**src/rtl/insn_encoder_pkg.sv**
```systemverilog
// Shared RV32I encoder definitions: kind codes, major opcodes, FSM states and
// field-packing helpers for each instruction format.
package insn_encoder_pkg;

  localparam int unsigned K_LUI    = 0;
  localparam int unsigned K_AUIPC  = 1;
  localparam int unsigned K_JAL    = 2;
  localparam int unsigned K_JALR   = 3;
  localparam int unsigned K_BRANCH = 4;
  localparam int unsigned K_LOAD   = 5;
  localparam int unsigned K_STORE  = 6;
  localparam int unsigned K_OPIMM  = 7;
  localparam int unsigned K_OP     = 8;
  localparam int unsigned K_LI     = 9;

  localparam logic [6:0] OPC_LUI    = 7'b0110111;
  localparam logic [6:0] OPC_AUIPC  = 7'b0010111;
  localparam logic [6:0] OPC_JAL    = 7'b1101111;
  localparam logic [6:0] OPC_JALR   = 7'b1100111;
  localparam logic [6:0] OPC_BRANCH = 7'b1100011;
  localparam logic [6:0] OPC_LOAD   = 7'b0000011;
  localparam logic [6:0] OPC_STORE  = 7'b0100011;
  localparam logic [6:0] OPC_OPIMM  = 7'b0010011;
  localparam logic [6:0] OPC_OP     = 7'b0110011;

  typedef enum logic {ST_IDLE, ST_SECOND} state_t;

  function automatic logic [31:0] enc_u(input logic [19:0] imm_hi, input logic [4:0] rd,
                                        input logic [6:0] opc);
    return {imm_hi, rd, opc};
  endfunction

  function automatic logic [31:0] enc_i(input logic [11:0] imm, input logic [4:0] rs1,
                                        input logic [2:0] f3, input logic [4:0] rd,
                                        input logic [6:0] opc);
    return {imm, rs1, f3, rd, opc};
  endfunction

  function automatic logic [31:0] enc_s(input logic [11:0] imm, input logic [4:0] rs2,
                                        input logic [4:0] rs1, input logic [2:0] f3);
    return {imm[11:5], rs2, rs1, f3, imm[4:0], OPC_STORE};
  endfunction

  // Branch/jump offsets are always even, so only bits [N:1] are carried.
  function automatic logic [31:0] enc_b(input logic [12:1] off, input logic [4:0] rs2,
                                        input logic [4:0] rs1, input logic [2:0] f3);
    return {off[12], off[10:5], rs2, rs1, f3, off[4:1], off[11], OPC_BRANCH};
  endfunction

  function automatic logic [31:0] enc_j(input logic [20:1] off, input logic [4:0] rd);
    return {off[20], off[10:1], off[11], off[19:12], rd, OPC_JAL};
  endfunction

  function automatic logic [31:0] enc_r(input logic [6:0] f7, input logic [4:0] rs2,
                                        input logic [4:0] rs1, input logic [2:0] f3,
                                        input logic [4:0] rd);
    return {f7, rs2, rs1, f3, rd, OPC_OP};
  endfunction

endpackage

```
**src/rtl/insn_encoder_pack.sv**
```systemverilog
// Combinational packer: request fields -> first instruction word, error flag,
// and whether an LI needs a trailing ADDI word.
module insn_pack
  import insn_encoder_pkg::*;
#(
  parameter int KIND_W      = 4,
  parameter bit CHECK_RANGE = 1'b1
) (
  input  logic [KIND_W-1:0] i_kind,
  input  logic [4:0]        i_rd,
  input  logic [4:0]        i_rs1,
  input  logic [4:0]        i_rs2,
  input  logic [2:0]        i_funct3,
  input  logic [6:0]        i_funct7,
  input  logic [31:0]       i_imm,
  output logic [31:0]       o_insn,
  output logic              o_err,
  output logic              o_needs_second
);

  logic [31:0] w_kind;
  logic        w_fit12;
  logic        w_fit13;
  logic        w_fit21;
  logic [19:0] w_li_hi;

  assign w_kind  = 32'(i_kind);
  assign w_fit12 = (&i_imm[31:11]) | ~(|i_imm[31:11]);
  assign w_fit13 = (&i_imm[31:12]) | ~(|i_imm[31:12]);
  assign w_fit21 = (&i_imm[31:20]) | ~(|i_imm[31:20]);
  // Rounds the upper part so that sign-extended ADDI lo lands on the value.
  assign w_li_hi = i_imm[31:12] + {19'd0, i_imm[11]};

  always_comb begin
    o_insn         = '0;
    o_err          = 1'b0;
    o_needs_second = 1'b0;
    case (w_kind)
      K_LUI:    o_insn = enc_u(i_imm[31:12], i_rd, OPC_LUI);
      K_AUIPC:  o_insn = enc_u(i_imm[31:12], i_rd, OPC_AUIPC);
      K_JAL: begin
        o_insn = enc_j(i_imm[20:1], i_rd);
        o_err  = CHECK_RANGE && (!w_fit21 || i_imm[0]);
      end
      K_JALR: begin
        o_insn = enc_i(i_imm[11:0], i_rs1, 3'b000, i_rd, OPC_JALR);
        o_err  = CHECK_RANGE && !w_fit12;
      end
      K_BRANCH: begin
        o_insn = enc_b(i_imm[12:1], i_rs2, i_rs1, i_funct3);
        o_err  = CHECK_RANGE && (!w_fit13 || i_imm[0]);
      end
      K_LOAD: begin
        o_insn = enc_i(i_imm[11:0], i_rs1, i_funct3, i_rd, OPC_LOAD);
        o_err  = CHECK_RANGE && !w_fit12;
      end
      K_STORE: begin
        o_insn = enc_s(i_imm[11:0], i_rs2, i_rs1, i_funct3);
        o_err  = CHECK_RANGE && !w_fit12;
      end
      K_OPIMM: begin
        o_insn = enc_i(i_imm[11:0], i_rs1, i_funct3, i_rd, OPC_OPIMM);
        o_err  = CHECK_RANGE && !w_fit12;
      end
      K_OP:     o_insn = enc_r(i_funct7, i_rs2, i_rs1, i_funct3, i_rd);
      K_LI: begin
        if (w_fit12) begin
          o_insn = enc_i(i_imm[11:0], 5'd0, 3'b000, i_rd, OPC_OPIMM);
        end else begin
          o_insn         = enc_u(w_li_hi, i_rd, OPC_LUI);
          o_needs_second = (i_imm[11:0] != 12'd0);
        end
      end
      default: begin
        o_insn = '0;
        o_err  = 1'b1;
      end
    endcase
  end

endmodule

```
**src/rtl/insn_encoder.sv**
```systemverilog
// RV32I instruction encoder with valid/ready handshakes, one registered output
// stage and a two-state FSM that emits the ADDI half of a split LI.
module insn_encoder
  import insn_encoder_pkg::*;
#(
  parameter int KIND_W      = 4,
  parameter bit CHECK_RANGE = 1'b1
) (
  input  logic              clk,
  input  logic              reset,
  input  logic              in_valid,
  output logic              in_ready,
  input  logic [KIND_W-1:0] in_kind,
  input  logic [4:0]        in_rd,
  input  logic [4:0]        in_rs1,
  input  logic [4:0]        in_rs2,
  input  logic [2:0]        in_funct3,
  input  logic [6:0]        in_funct7,
  input  logic [31:0]       in_imm,
  output logic              out_valid,
  input  logic              out_ready,
  output logic [31:0]       out_insn,
  output logic              out_err,
  output logic              out_last
);

  state_t      r_state;
  state_t      w_state_next;
  logic        r_valid;
  logic [31:0] r_insn;
  logic        r_err;
  logic        r_last;
  logic [4:0]  r_pend_rd;
  logic [11:0] r_pend_lo;

  logic [31:0] w_pack_insn;
  logic        w_pack_err;
  logic        w_pack_second;
  logic        w_slot_free;
  logic        w_accept;
  logic        w_load;
  logic [31:0] w_insn_next;
  logic        w_err_next;
  logic        w_last_next;

  insn_pack #(
    .KIND_W      (KIND_W),
    .CHECK_RANGE (CHECK_RANGE)
  ) u_pack (
    .i_kind         (in_kind),
    .i_rd           (in_rd),
    .i_rs1          (in_rs1),
    .i_rs2          (in_rs2),
    .i_funct3       (in_funct3),
    .i_funct7       (in_funct7),
    .i_imm          (in_imm),
    .o_insn         (w_pack_insn),
    .o_err          (w_pack_err),
    .o_needs_second (w_pack_second)
  );

  assign w_slot_free = !r_valid || out_ready;
  assign in_ready    = !reset && (r_state == ST_IDLE) && w_slot_free;
  assign w_accept    = in_valid && in_ready;

  always_comb begin
    w_state_next = r_state;
    w_load       = 1'b0;
    w_insn_next  = r_insn;
    w_err_next   = r_err;
    w_last_next  = r_last;
    case (r_state)
      ST_IDLE: begin
        if (w_accept) begin
          w_load      = 1'b1;
          w_insn_next = w_pack_insn;
          w_err_next  = w_pack_err;
          w_last_next = !w_pack_second;
          if (w_pack_second) begin
            w_state_next = ST_SECOND;
          end
        end
      end
      ST_SECOND: begin
        // The LUI word is always held here, so a free slot means it retires now.
        if (w_slot_free) begin
          w_load       = 1'b1;
          w_insn_next  = enc_i(r_pend_lo, r_pend_rd, 3'b000, r_pend_rd, OPC_OPIMM);
          w_err_next   = 1'b0;
          w_last_next  = 1'b1;
          w_state_next = ST_IDLE;
        end
      end
    endcase
  end

  always_ff @(posedge clk) begin
    if (reset) begin
      r_state   <= ST_IDLE;
      r_valid   <= 1'b0;
      r_insn    <= '0;
      r_err     <= 1'b0;
      r_last    <= 1'b0;
      r_pend_rd <= '0;
      r_pend_lo <= '0;
    end else begin
      r_state <= w_state_next;
      if (w_load) begin
        r_valid <= 1'b1;
        r_insn  <= w_insn_next;
        r_err   <= w_err_next;
        r_last  <= w_last_next;
      end else if (out_ready) begin
        r_valid <= 1'b0;
      end
      if (w_accept && w_pack_second) begin
        r_pend_rd <= in_rd;
        r_pend_lo <= in_imm[11:0];
      end
    end
  end

  assign out_valid = r_valid;
  assign out_insn  = r_insn;
  assign out_err   = r_err;
  assign out_last  = r_last;

endmodule

```
**config.mk**
```make
export PLATFORM = sky130hd
export DESIGN_NAME = insn_encoder
export DESIGN_NICKNAME = d
export VERILOG_FILES = /design/src/rtl/insn_encoder_pkg.sv /design/src/rtl/insn_encoder_pack.sv /design/src/rtl/insn_encoder.sv
export SDC_FILE = /design/constraint.sdc
export NUM_CORES = 1
export LEC_CHECK = 0
export ABC_CLOCK_PERIOD_IN_PS = 2800
export CAP_MARGIN = 20
export CELL_PAD_IN_SITES_DETAIL_PLACEMENT = 0
export CELL_PAD_IN_SITES_GLOBAL_PLACEMENT = 1
export CORE_MARGIN = 5
export CORE_UTILIZATION = 39
export DETAILED_ROUTE_END_ITERATION = 16
export PLACE_DENSITY = 0.94
export REMOVE_ABC_BUFFERS = 1
export SYNTH_ARGS = -nofsm -noshare
export SYNTH_HDL_FRONTEND = slang
export SYNTH_SLANG_ARGS = --single-unit
```
**constraint.sdc**
```tcl
create_clock -name clk -period 2.8 [get_ports clk]
set_clock_uncertainty 0.15 [all_clocks]
set_input_delay 0.28 -clock clk [delete_from_list [all_inputs] [get_ports clk]]
set_output_delay 0.28 -clock clk [all_outputs]
set_load 0.005 [all_outputs]
```
After elaboration in Yosys (flattened, before gate mapping):

Index checks and enable logic that the tools add are counted.

* register bits after elaboration: 53
* output and inout port bits: 36
* bits of input ports: 65

* bitwise logic cells: 7
* add/sub/neg operators: 1
* reductions and logical operators: 25
* muxes and demuxes: 23
* equality and inequality tests: 11

Operator list (count)
* $pmux W32 S10: 1
* $mux W32: 3
* $pmux W32 S2: 1
* $logic_not A32 Y1: 1
* $reduce_and A21 Y1: 1
* $reduce_or A21 Y1: 1
* $add A20 B1 Y20: 1
* $reduce_and A20 Y1: 1
* $reduce_or A20 Y1: 1
* $eq A4 B3 Y1 const B: 4
* $mux W1: 13
* $reduce_and A12 Y1: 1
* $reduce_bool A12 Y1: 1
* $reduce_or A12 Y1: 1
* $eq A4 B2 Y1 const B: 2
* $eq A4 B4 Y1 const B: 2
* $pmux W1 S2: 4
* $reduce_or A4 Y1: 2
* $logic_not A1 Y1: 6
* $eq A4 B1 Y1 const B: 1
* $logic_and A1 B1 Y1: 4
* $not A1 Y1: 4
* $pmux W1 S4: 1
* $logic_or A1 B1 Y1: 3
* 5 further kinds: 7

Logic depth before layout (Yosys ltp):

Gate-level depths: netlist (run 1).

* depth in word-level cells: 8
* gate-level depth with buffers: 8
* gate-level depth less buffers: 6

By module:

From an unflattened synthesis (run 1), not the netlist that was laid out.

* cells, all modules: 470
* area, all modules: 3777.4 µm²

By module, submodules not included
* insn_encoder: area each 2342.2 µm², sequential area each 1061.0 µm², cells an instance 245, times used 1
* insn_pack: area each 1435.1 µm², sequential area each 0.0 µm², cells an instance 225, times used 1

Least setup slack after synthesis (run 1):

No wires, ideal clock.

* path kind: input -> register
* from: in in_imm[13]
* to: reg r_pend_lo[2]
* arrival: 1.579 ns
* stages on the path: 8
* setup slack: 0.943 ns
* buffers on the path: 3
* data required time: 2.523 ns
* cell sequence: buf_2 > and4_4 > and3_1 > a2bb2o_4 > buf_6 > buf_6 > o311ai_1 > o21ai_1

* cells in the longest elaborated chain, start to end: 6
* elaborated cells between the ends (all ways): 7
* those cells by class: mux (2); bitwise (2); reduce/logical (3)

Ends and longest elaborated chain
* start, declared: RTL line insn_encoder.sv:19 `input logic [31:0] in_imm,`
* $reduce_or A21 Y1: RTL line insn_encoder_pack.sv:28 `assign w_fit12 = (&i_imm[31:11]) | ~(|i_imm[31:11]);`
* $not A1 Y1: RTL line insn_encoder_pack.sv:28
* $or A1 B1 Y1 (*): RTL line insn_encoder_pack.sv:28
* $mux W1 (*): RTL line insn_encoder_pack.sv:67 `if (w_fit12) begin`
* $mux W1 (*): RTL line insn_encoder_pack.sv:38 `case (w_kind)`
* $logic_and A1 B1 Y1 (*): RTL line insn_encoder.sv:116 `if (w_accept && w_pack_second) begin`
* end signal, assigned: RTL line insn_encoder.sv:118 `r_pend_lo <= in_imm[11:0];`
* end, declared: RTL line insn_encoder.sv:34 `logic [11:0] r_pend_lo;`

Every way passes the cells marked *; elsewhere a longest branch is shown, timed or not.
A chain may end at the register's enable or synchronous reset.

Worst setup path after layout (run 1):

* from: in in_imm[11]
* to: reg r_last, in the netlist out_last

* cells in the longest elaborated chain, start to end: 8
* elaborated cells between the ends (all ways): 10
* those cells by class: mux (4); bitwise (2); reduce/logical (4)

Ends and longest elaborated chain
* $reduce_or A21 Y1: RTL line insn_encoder_pack.sv:28
* $not A1 Y1: RTL line insn_encoder_pack.sv:28
* $or A1 B1 Y1: RTL line insn_encoder_pack.sv:28
* $mux W1 (*): RTL line insn_encoder_pack.sv:67
* $mux W1 (*): RTL line insn_encoder_pack.sv:38
* $logic_not A1 Y1 (*): RTL line insn_encoder.sv:78 `w_last_next = !w_pack_second;`
* $mux W1 (*): RTL line insn_encoder.sv:74 `if (w_accept) begin`
* $pmux W1 S2 (*): RTL line insn_encoder.sv:72 `case (r_state)`
* end signal, assigned: RTL line insn_encoder.sv:112 `r_last <= w_last_next;`
* end, declared: RTL line insn_encoder.sv:32 `logic r_last;`

Every way passes the cells marked *; elsewhere a longest branch is shown, timed or not. The select of a mux whose other input is x is not followed.

==> results of run 1 <==
[state kept, by name, indices dropped and copies added, names as in the netlist]
name and cells:
out_err 1, out_insn 31, out_last 1, out_valid 1
r_pend_lo 12, r_pend_rd 5, r_state 1
[logic make-up (layout without fill, tap and decap cells)]
logic type                 count (synthesis)  count (layout)  synth area share
adders and majority gates                  4               4            0.0123
buffers and inverters                     62             178            0.0945
DFF                                       52              52             0.269
xor gates and xnor gates                  14              14            0.0317
and+or+nand+nor                          153             153             0.208
muxes                                     14              14            0.0376
AOI/OAI and AO/OA                        187             187             0.346
[critical path, stage by stage]
cell             delay, ps
clkdlybuf4s50_1        670
inv_1                  100
ha_1                   210
nand3_1                190
o32a_4                 300
nand3_2                440
o211a_1                300
[routing by layer]
layer,vias up,track usage
met2,207,0.417
li1,2082,-
met4,0,0.0855
met1,2171,0.317
met5,-,0
met3,26,0.0364
[cell type report]
type	instances	area, um2	share of cell area
Inverter	22	82.6	0.0159
Multi-Input combinational cell	372	2460	0.473
Clock buffer	5	68.8	0.0132
Tap cell	133	166	0.0320
Timing Repair Buffer	148	1360	0.262
Clock inverter	3	21.3	0.00409
Sequential cell	52	1040	0.200
[worst max-delay path by stage]
stage                        end  slack (ps)  cells after the start
floorplan           out_insn[24]          40                      5
global placement        out_last          90                      6
detailed placement      out_last         100                      7
CTS                 out_insn[15]         420                      8
global route        r_pend_rd[4]         220                      7
finish                  out_last         370                      7
[cells in the final DEF (no fill, tap or decap), drive strengths merged, types with 6 or more instances in the layout]
| master | instances |
|---|---|
| clkdlybuf4s50 | 100 |
| and2 | 7 |
| nand4 | 8 |
| o21ai | 56 |
| buf | 48 |
| inv | 23 |
| nor2 | 30 |
| a211oi | 7 |
| dfxtp | 52 |
| nand2 | 39 |
| nand3 | 18 |
| nor4 | 8 |
| o311ai | 16 |
| nor3 | 13 |
| o211ai | 6 |
| nor2b | 7 |
| mux2i | 10 |
| a21oi | 24 |
| a31oi | 11 |
| xnor2 | 12 |
[power by group through the flow]
stage	registers (uW)	logic, uW	clock network, uW
global placement	809	532	0
CTS	794	537	472
global route	798	583	498
detailed placement	810	534	0
floorplan	811	200	0
finish	794	543	455
[metrics by stage]
stage	hold WS (ps)	area [um2]	total power [uW]	util	cells
floorplan	195	3580	1010	-	446
global placement	293	5110	1340	0.525	727
detailed placement	301	5110	1340	0.525	727
CTS	322	5200	1800	0.534	735
global route	354	5200	1880	0.534	735
finish	316	5200	1790	0.534	735
==> flow_results.xml, run 1 <==
<?xml version="1.0" encoding="UTF-8"?>
<metrics>
  <group name="outcome">
    <metric name="outcome" unit="">finished clean</metric>
  </group>
  <group name="sta">
    <metric name="final.setup.worst_slack" unit="ps">366</metric>
    <metric name="maxSlewHeadroom" unit="">0.651</metric>
    <metric name="final_cycle_utilization_of_the_critical_path" unit="">0.869</metric>
    <metric name="clock.fmax" unit="MHz">411</metric>
    <metric name="finalCriticalPeriod" unit="ps">2430</metric>
    <metric name="setup_tns_final" unit="ps">0</metric>
    <metric name="report.final.slew_viol_count" unit="">0</metric>
    <metric name="timing_hold_violations_final" unit="">0</metric>
    <metric name="timing_worst_slew_pin_value" unit="ps">523</metric>
    <metric name="setup_viols_final" unit="">0</metric>
    <metric name="grt_setup_unrepaired" unit="">false</metric>
  </group>
  <group name="drt">
    <metric name="route.detailed.drc" unit="">0</metric>
    <metric name="met1Wirelength" unit="um">6400</metric>
    <metric name="drtAntennaViolNets" unit="">0</metric>
    <metric name="drtIter0Drc" unit="">279</metric>
    <metric name="avgViaCountPerCell" unit="">6.10</metric>
    <metric name="wirelength" unit="um">15000</metric>
    <metric name="drt-pass1-iter-count" unit="">5</metric>
    <metric name="wl_met2" unit="um">7200</metric>
    <metric name="detailroute.wirelength.met3" unit="um">1110</metric>
    <metric name="routedWlPerCell" unit="um">20.4</metric>
    <metric name="routed.top_layer" unit="">met4</metric>
    <metric name="route.vias.total" unit="">4486</metric>
  </group>
  <group name="worst_setup_path">
    <metric name="required_time_reported_for_the_critical_path_endpoint" unit="ps">2870</metric>
    <metric name="critPathKind" unit="">in2reg</metric>
    <metric name="timing.rr.start" unit="">r_state</metric>
    <metric name="r2r_setup_slack" unit="ps">660</metric>
    <metric name="startpoint_type" unit="">input pin</metric>
    <metric name="worst_r2r_path_depth" unit="">5</metric>
    <metric name="rr_endpoint" unit="">out_last</metric>
    <metric name="endpoint_kind" unit="">register</metric>
    <metric name="critical_path_source" unit="">in_imm[11]</metric>
    <metric name="timing.critical_path.arrival" unit="ps">2500</metric>
    <metric name="crit_path_max_fanout" unit="">18</metric>
  </group>
  <group name="clock_network">
    <metric name="tritoncts" unit="">built</metric>
    <metric name="worstSkewPairLatency" unit="ps">320</metric>
    <metric name="cts.reportedPaths.clkPinSlew" unit="ps">100</metric>
    <metric name="clock_path_buffers" unit="">2</metric>
    <metric name="ctsHoldBuffers" unit="">0</metric>
    <metric name="cts_setup_buffers" unit="">0</metric>
    <metric name="cts_buffer_count" unit="">5</metric>
    <metric name="cts_resized" unit="">0</metric>
    <metric name="clock_tree.root_cell" unit="">clkbuf_8</metric>
    <metric name="htreeDepth" unit="">2</metric>
    <metric name="clock_sinks" unit="">52</metric>
  </group>
  <group name="power">
    <metric name="switching_share" unit="">0.315</metric>
    <metric name="pwrdens" unit="nW/um2">345</metric>
    <metric name="clock_power_share" unit="">0.254</metric>
    <metric name="worst_ir_drop_vdd" unit="mV">0.206</metric>
    <metric name="power.sequential.fraction" unit="">0.443</metric>
    <metric name="p_comb_frac" unit="">0.303</metric>
    <metric name="switching_power" unit="uW">565</metric>
    <metric name="p_leak" unit="uW">0.00187</metric>
    <metric name="cell_internal_pwr" unit="uW">1230</metric>
  </group>
  <group name="yosys">
    <metric name="synth-async-reset-ratio" unit="">0</metric>
    <metric name="syn_avg_cell_area" unit="um2">7.95</metric>
    <metric name="yosysTopAreaCellShare" unit="">0.269</metric>
    <metric name="synth_cell_types" unit="">77</metric>
    <metric name="synth_ff_type" unit="">dfxtp_1</metric>
    <metric name="netlist_top_cells_count" unit="">dfxtp_1 (52), o21ai_0 (40), nand2_1 (39), nor2_1 (30), a21oi_1 (22)</metric>
    <metric name="yosysTopAreaCell" unit="">dfxtp_1</metric>
    <metric name="synth.most_common_cell" unit="">dfxtp_1</metric>
    <metric name="synthCells" unit="">486</metric>
    <metric name="ys_seq_elements" unit="">52</metric>
    <metric name="synth.area.top_cells" unit="">dfxtp_1 (27%), o21ai_0 (5.2%), nand2_1 (3.8%)</metric>
    <metric name="warnings_from_yosys" unit="">0</metric>
    <metric name="number_of_enable_flip_flop_cells_after_synthesis" unit="">0</metric>
    <metric name="seq_area_frac_synth" unit="">0.269</metric>
    <metric name="netlist_area" unit="um2">3860</metric>
  </group>
  <group name="global_routing">
    <metric name="maximum_number_of_pins_on_one_net_before_global_route_repair" unit="">32</metric>
    <metric name="wire_length_of_the_first_global_routing_pass" unit="um">23200</metric>
    <metric name="grt_pass1_vias" unit="">4392</metric>
    <metric name="grt_antenna_before_repair" unit="">0</metric>
    <metric name="remaining_global_route_overflow" unit="">0</metric>
    <metric name="grt.total_usage" unit="">0.246</metric>
  </group>
  <group name="final_layout">
    <metric name="diodes" unit="">0</metric>
    <metric name="final_nets" unit="">669</metric>
    <metric name="layout-drive-gt1-share" unit="">0.138</metric>
    <metric name="syn_to_final_growth" unit="%">34.5</metric>
    <metric name="nFillCells" unit="">964</metric>
  </group>
  <group name="floorplanning">
    <metric name="initial_core_util" unit="">0.397</metric>
    <metric name="die_y" unit="um">110</metric>
    <metric name="placement_rows" unit="">36</metric>
    <metric name="core_area" unit="um2">9730</metric>
    <metric name="chipWidth" unit="um">110</metric>
    <metric name="die_area" unit="um2">12000</metric>
    <metric name="top_level_ports" unit="">101</metric>
  </group>
  <group name="flow_run">
    <metric name="maxCapViolCount" unit="">0</metric>
  </group>
  <group name="placed_design">
    <metric name="dp_worst_setup_slack" unit="ps">97.8</metric>
    <metric name="gpl.final_weighted_congestion" unit="">1.04</metric>
    <metric name="buffer_ports.inserted" unit="">100</metric>
    <metric name="dpl.hpwl" unit="um">11400</metric>
  </group>
  <group name="hold_path">
    <metric name="min_delay_worst_type" unit="">reg2reg</metric>
    <metric name="hold_depth" unit="">2</metric>
    <metric name="hold_path_sink" unit="">out_insn[13]</metric>
    <metric name="hp-start" unit="">out_insn[13]</metric>
  </group>
</metrics>
No activity file was read; power rests on OpenSTA's default activity.
==> run 2, diff against run 1 <==
--- a/config.mk
+++ b/config.mk
@@ -13,7 +13,6 @@
 export CORE_UTILIZATION = 39
 export DETAILED_ROUTE_END_ITERATION = 16
 export PLACE_DENSITY = 0.94
-export REMOVE_ABC_BUFFERS = 1
 export SYNTH_ARGS = -nofsm -noshare
 export SYNTH_HDL_FRONTEND = slang
 export SYNTH_SLANG_ARGS = --single-unit
==> run 2 against run 1 <==
Hold slack got worse by 1.2 ps. Critical path depth grew 1. Final cell count fell by 1.1%. Register-to-register slack got worse by 370 ps. First-iteration DRC count increased by 36%. Utilization down 0.27 points.
==> flow_results.xml, run 2 (synthesized netlist as in run 1, its figures left out) <==
<?xml version="1.0" encoding="UTF-8"?>
<metrics>
  <group name="outcome">
    <metric name="outcome" unit="">finished clean</metric>
  </group>
  <group name="power">
    <metric name="power.sequential.fraction" unit="">0.424</metric>
    <metric name="clock_power_share" unit="">0.288</metric>
    <metric name="p_comb_frac" unit="">0.288</metric>
    <metric name="p_leak" unit="uW">0.00184</metric>
    <metric name="cell_internal_pwr" unit="uW">1320</metric>
    <metric name="worst_ir_drop_vdd" unit="mV">0.239</metric>
    <metric name="switching_share" unit="">0.298</metric>
    <metric name="pwrdens" unit="nW/um2">362</metric>
    <metric name="switching_power" unit="uW">559</metric>
    <metric name="design_power_total" unit="uW">1880</metric>
  </group>
  <group name="sta">
    <metric name="setup_viols_final" unit="">0</metric>
    <metric name="maxSlewHeadroom" unit="">0.459</metric>
    <metric name="setup_tns_final" unit="ps">0</metric>
    <metric name="timing_hold_violations_final" unit="">0</metric>
    <metric name="grt_setup_unrepaired" unit="">false</metric>
    <metric name="report.final.slew_viol_count" unit="">0</metric>
    <metric name="timing_worst_slew_pin_value" unit="ps">792</metric>
    <metric name="finalCriticalPeriod" unit="ps">2710</metric>
    <metric name="final_cycle_utilization_of_the_critical_path" unit="">0.967</metric>
    <metric name="clock.fmax" unit="MHz">369</metric>
    <metric name="final.setup.worst_slack" unit="ps">92.8</metric>
  </group>
  <group name="floorplanning">
    <metric name="initial_core_util" unit="">0.397</metric>
    <metric name="die_area" unit="um2">12000</metric>
    <metric name="core_area" unit="um2">9730</metric>
    <metric name="top_level_ports" unit="">101</metric>
    <metric name="placement_rows" unit="">36</metric>
    <metric name="chipWidth" unit="um">110</metric>
    <metric name="die_y" unit="um">110</metric>
  </group>
  <group name="global_routing">
    <metric name="globalRouteMet2Util" unit="">0.406</metric>
    <metric name="remaining_global_route_overflow" unit="">0</metric>
    <metric name="use_met3" unit="">0.0382</metric>
    <metric name="grt_busiest_layer" unit="">met2</metric>
    <metric name="grt_pass1_vias" unit="">4346</metric>
    <metric name="grt.total_usage" unit="">0.248</metric>
    <metric name="maximum_number_of_pins_on_one_net_before_global_route_repair" unit="">27</metric>
    <metric name="met1_usage" unit="">0.320</metric>
    <metric name="wire_length_of_the_first_global_routing_pass" unit="um">23100</metric>
    <metric name="grt_antenna_before_repair" unit="">0</metric>
  </group>
  <group name="placed_design">
    <metric name="gpl.final_weighted_congestion" unit="">0.963</metric>
    <metric name="place_inst" unit="">719</metric>
    <metric name="dpl-instance-area" unit="um2">5060</metric>
    <metric name="buffer_ports.inserted" unit="">100</metric>
    <metric name="dp_worst_setup_slack" unit="ps">-205</metric>
    <metric name="dpl.hpwl" unit="um">11700</metric>
  </group>
  <group name="worst_setup_path">
    <metric name="critPathKind" unit="">in2reg</metric>
    <metric name="timing.rr.start" unit="">r_state</metric>
    <metric name="r2r_setup_slack" unit="ps">290</metric>
    <metric name="critical_path_source" unit="">in_imm[11]</metric>
    <metric name="required_time_reported_for_the_critical_path_endpoint" unit="ps">2850</metric>
    <metric name="endpoint_kind" unit="">register</metric>
    <metric name="rr_endpoint" unit="">out_insn[15]</metric>
    <metric name="startpoint_type" unit="">input pin</metric>
    <metric name="crit_path_max_fanout" unit="">8</metric>
    <metric name="timing.critical_path.arrival" unit="ps">2760</metric>
    <metric name="endpoint" unit="">out_insn[15]</metric>
    <metric name="worst_r2r_path_depth" unit="">6</metric>
  </group>
  <group name="final_layout">
    <metric name="syn_to_final_growth" unit="%">33.9</metric>
    <metric name="design_area" unit="um2">5170</metric>
    <metric name="final_nets" unit="">661</metric>
    <metric name="multi_input_comb_area" unit="um2">2460</metric>
    <metric name="nFillCells" unit="">938</metric>
    <metric name="layout.area.seq" unit="um2">1040</metric>
    <metric name="largest_reg_flops" unit="">31</metric>
    <metric name="final-instance-count-excl-fill" unit="">727</metric>
    <metric name="layout-drive-gt1-share" unit="">0.125</metric>
    <metric name="mostFrequentLayoutCell" unit="">clkdlybuf4s50_1</metric>
    <metric name="diodes" unit="">0</metric>
    <metric name="most-common-layout-cells" unit="">clkdlybuf4s50_1 (100), dfxtp_1 (52), o21ai_0 (40), nand2_1 (39), buf_4 (39)</metric>
  </group>
  <group name="yosys">
    <metric name="postSynthNetCount" unit="">554</metric>
  </group>
  <group name="drt">
    <metric name="wirelength" unit="um">15000</metric>
    <metric name="route.detailed.drc" unit="">0</metric>
    <metric name="routedWlPerCell" unit="um">20.6</metric>
    <metric name="route.vias.total" unit="">4518</metric>
    <metric name="drt-pass1-iter-count" unit="">4</metric>
    <metric name="drtAntennaViolNets" unit="">0</metric>
    <metric name="avgViaCountPerCell" unit="">6.21</metric>
    <metric name="drtIter0Drc" unit="">380</metric>
  </group>
  <group name="clock_network">
    <metric name="ctsHoldBuffers" unit="">0</metric>
    <metric name="cts.reportedPaths.clkPinSlew" unit="ps">100</metric>
    <metric name="htreeDepth" unit="">2</metric>
    <metric name="tritoncts" unit="">built</metric>
    <metric name="cts_buffer_count" unit="">5</metric>
    <metric name="clock_sinks" unit="">52</metric>
    <metric name="cts_resized" unit="">0</metric>
    <metric name="cts_setup_buffers" unit="">0</metric>
    <metric name="clock_path_buffers" unit="">2</metric>
    <metric name="worstSkewPairLatency" unit="ps">310</metric>
    <metric name="clock_tree.root_cell" unit="">clkbuf_8</metric>
  </group>
  <group name="flow_run">
    <metric name="maxCapViolCount" unit="">0</metric>
  </group>
  <group name="hold_path">
    <metric name="min_delay_worst_type" unit="">reg2reg</metric>
    <metric name="hold_depth" unit="">2</metric>
    <metric name="hp-start" unit="">out_insn[12]</metric>
  </group>
</metrics>
==> run 2: changes by cell type in the layout (fill, tap and decap cells not counted), sizes merged <==
cell / before / now
buf: 48 / 40
bufinv: 0 / 1
clkbuf: 5 / 6
clkinv: 1 / 0
clkinvlp: 1 / 0
==> run 2: worst min path at each step <==
stage          slack [ps]      endpoint
2_1_floorplan         210  out_insn[31]
3_3_place_gp          290   out_insn[5]
3_5_place_dp          300  out_insn[13]
4_1_cts               320  out_insn[13]
5_1_grt               350  out_insn[13]
6_report              310  out_insn[12]
==> run 2: layer usage <==
| layer | wire, um | vias to the layer above |
|---|---|---|
| met5 | 0 | - |
| met4 | 631 | 0 |
| met3 | 1300 | 51 |
| met2 | 6920 | 289 |
| met1 | 6110 | 2109 |
| li1 | - | 2069 |
==> run 2: per-stage QoR <==
step	utilization	hold WS, ps
floorplan	-	208
global placement	0.520	290
CTS	0.532	324
detailed placement	0.520	302
finish	0.532	315
global route	0.532	354
==> run 2: area by class of cell <==
cell class,count,area share
timing repair buffer,140,0.254
sequential,52,0.201
multi-input combinational,372,0.475
tap,133,0.0322
inverter,22,0.0160
clock inverter,2,0.00750
clock buffer,6,0.0140
==> run 2: power by group through the flow <==
stage / combinational [uW] / clock [uW] / sequential [uW]
6_report: 540 / 540 / 795
5_1_grt: 576 / 576 / 800
4_1_cts: 532 / 543 / 795
3_5_place_dp: 530 / 0 / 812
3_3_place_gp: 524 / 0 / 811
2_1_floorplan: 238 / 0 / 811
==> run 2: worst max-delay path, stage by stage <==
cell and delay, ps:
clkdlybuf4s50_1 710, ha_1 440, nand3_1 140, xor2_1 180, nor2_1 50, a2111oi_0 700, buf_4 230, a211oi_1 40
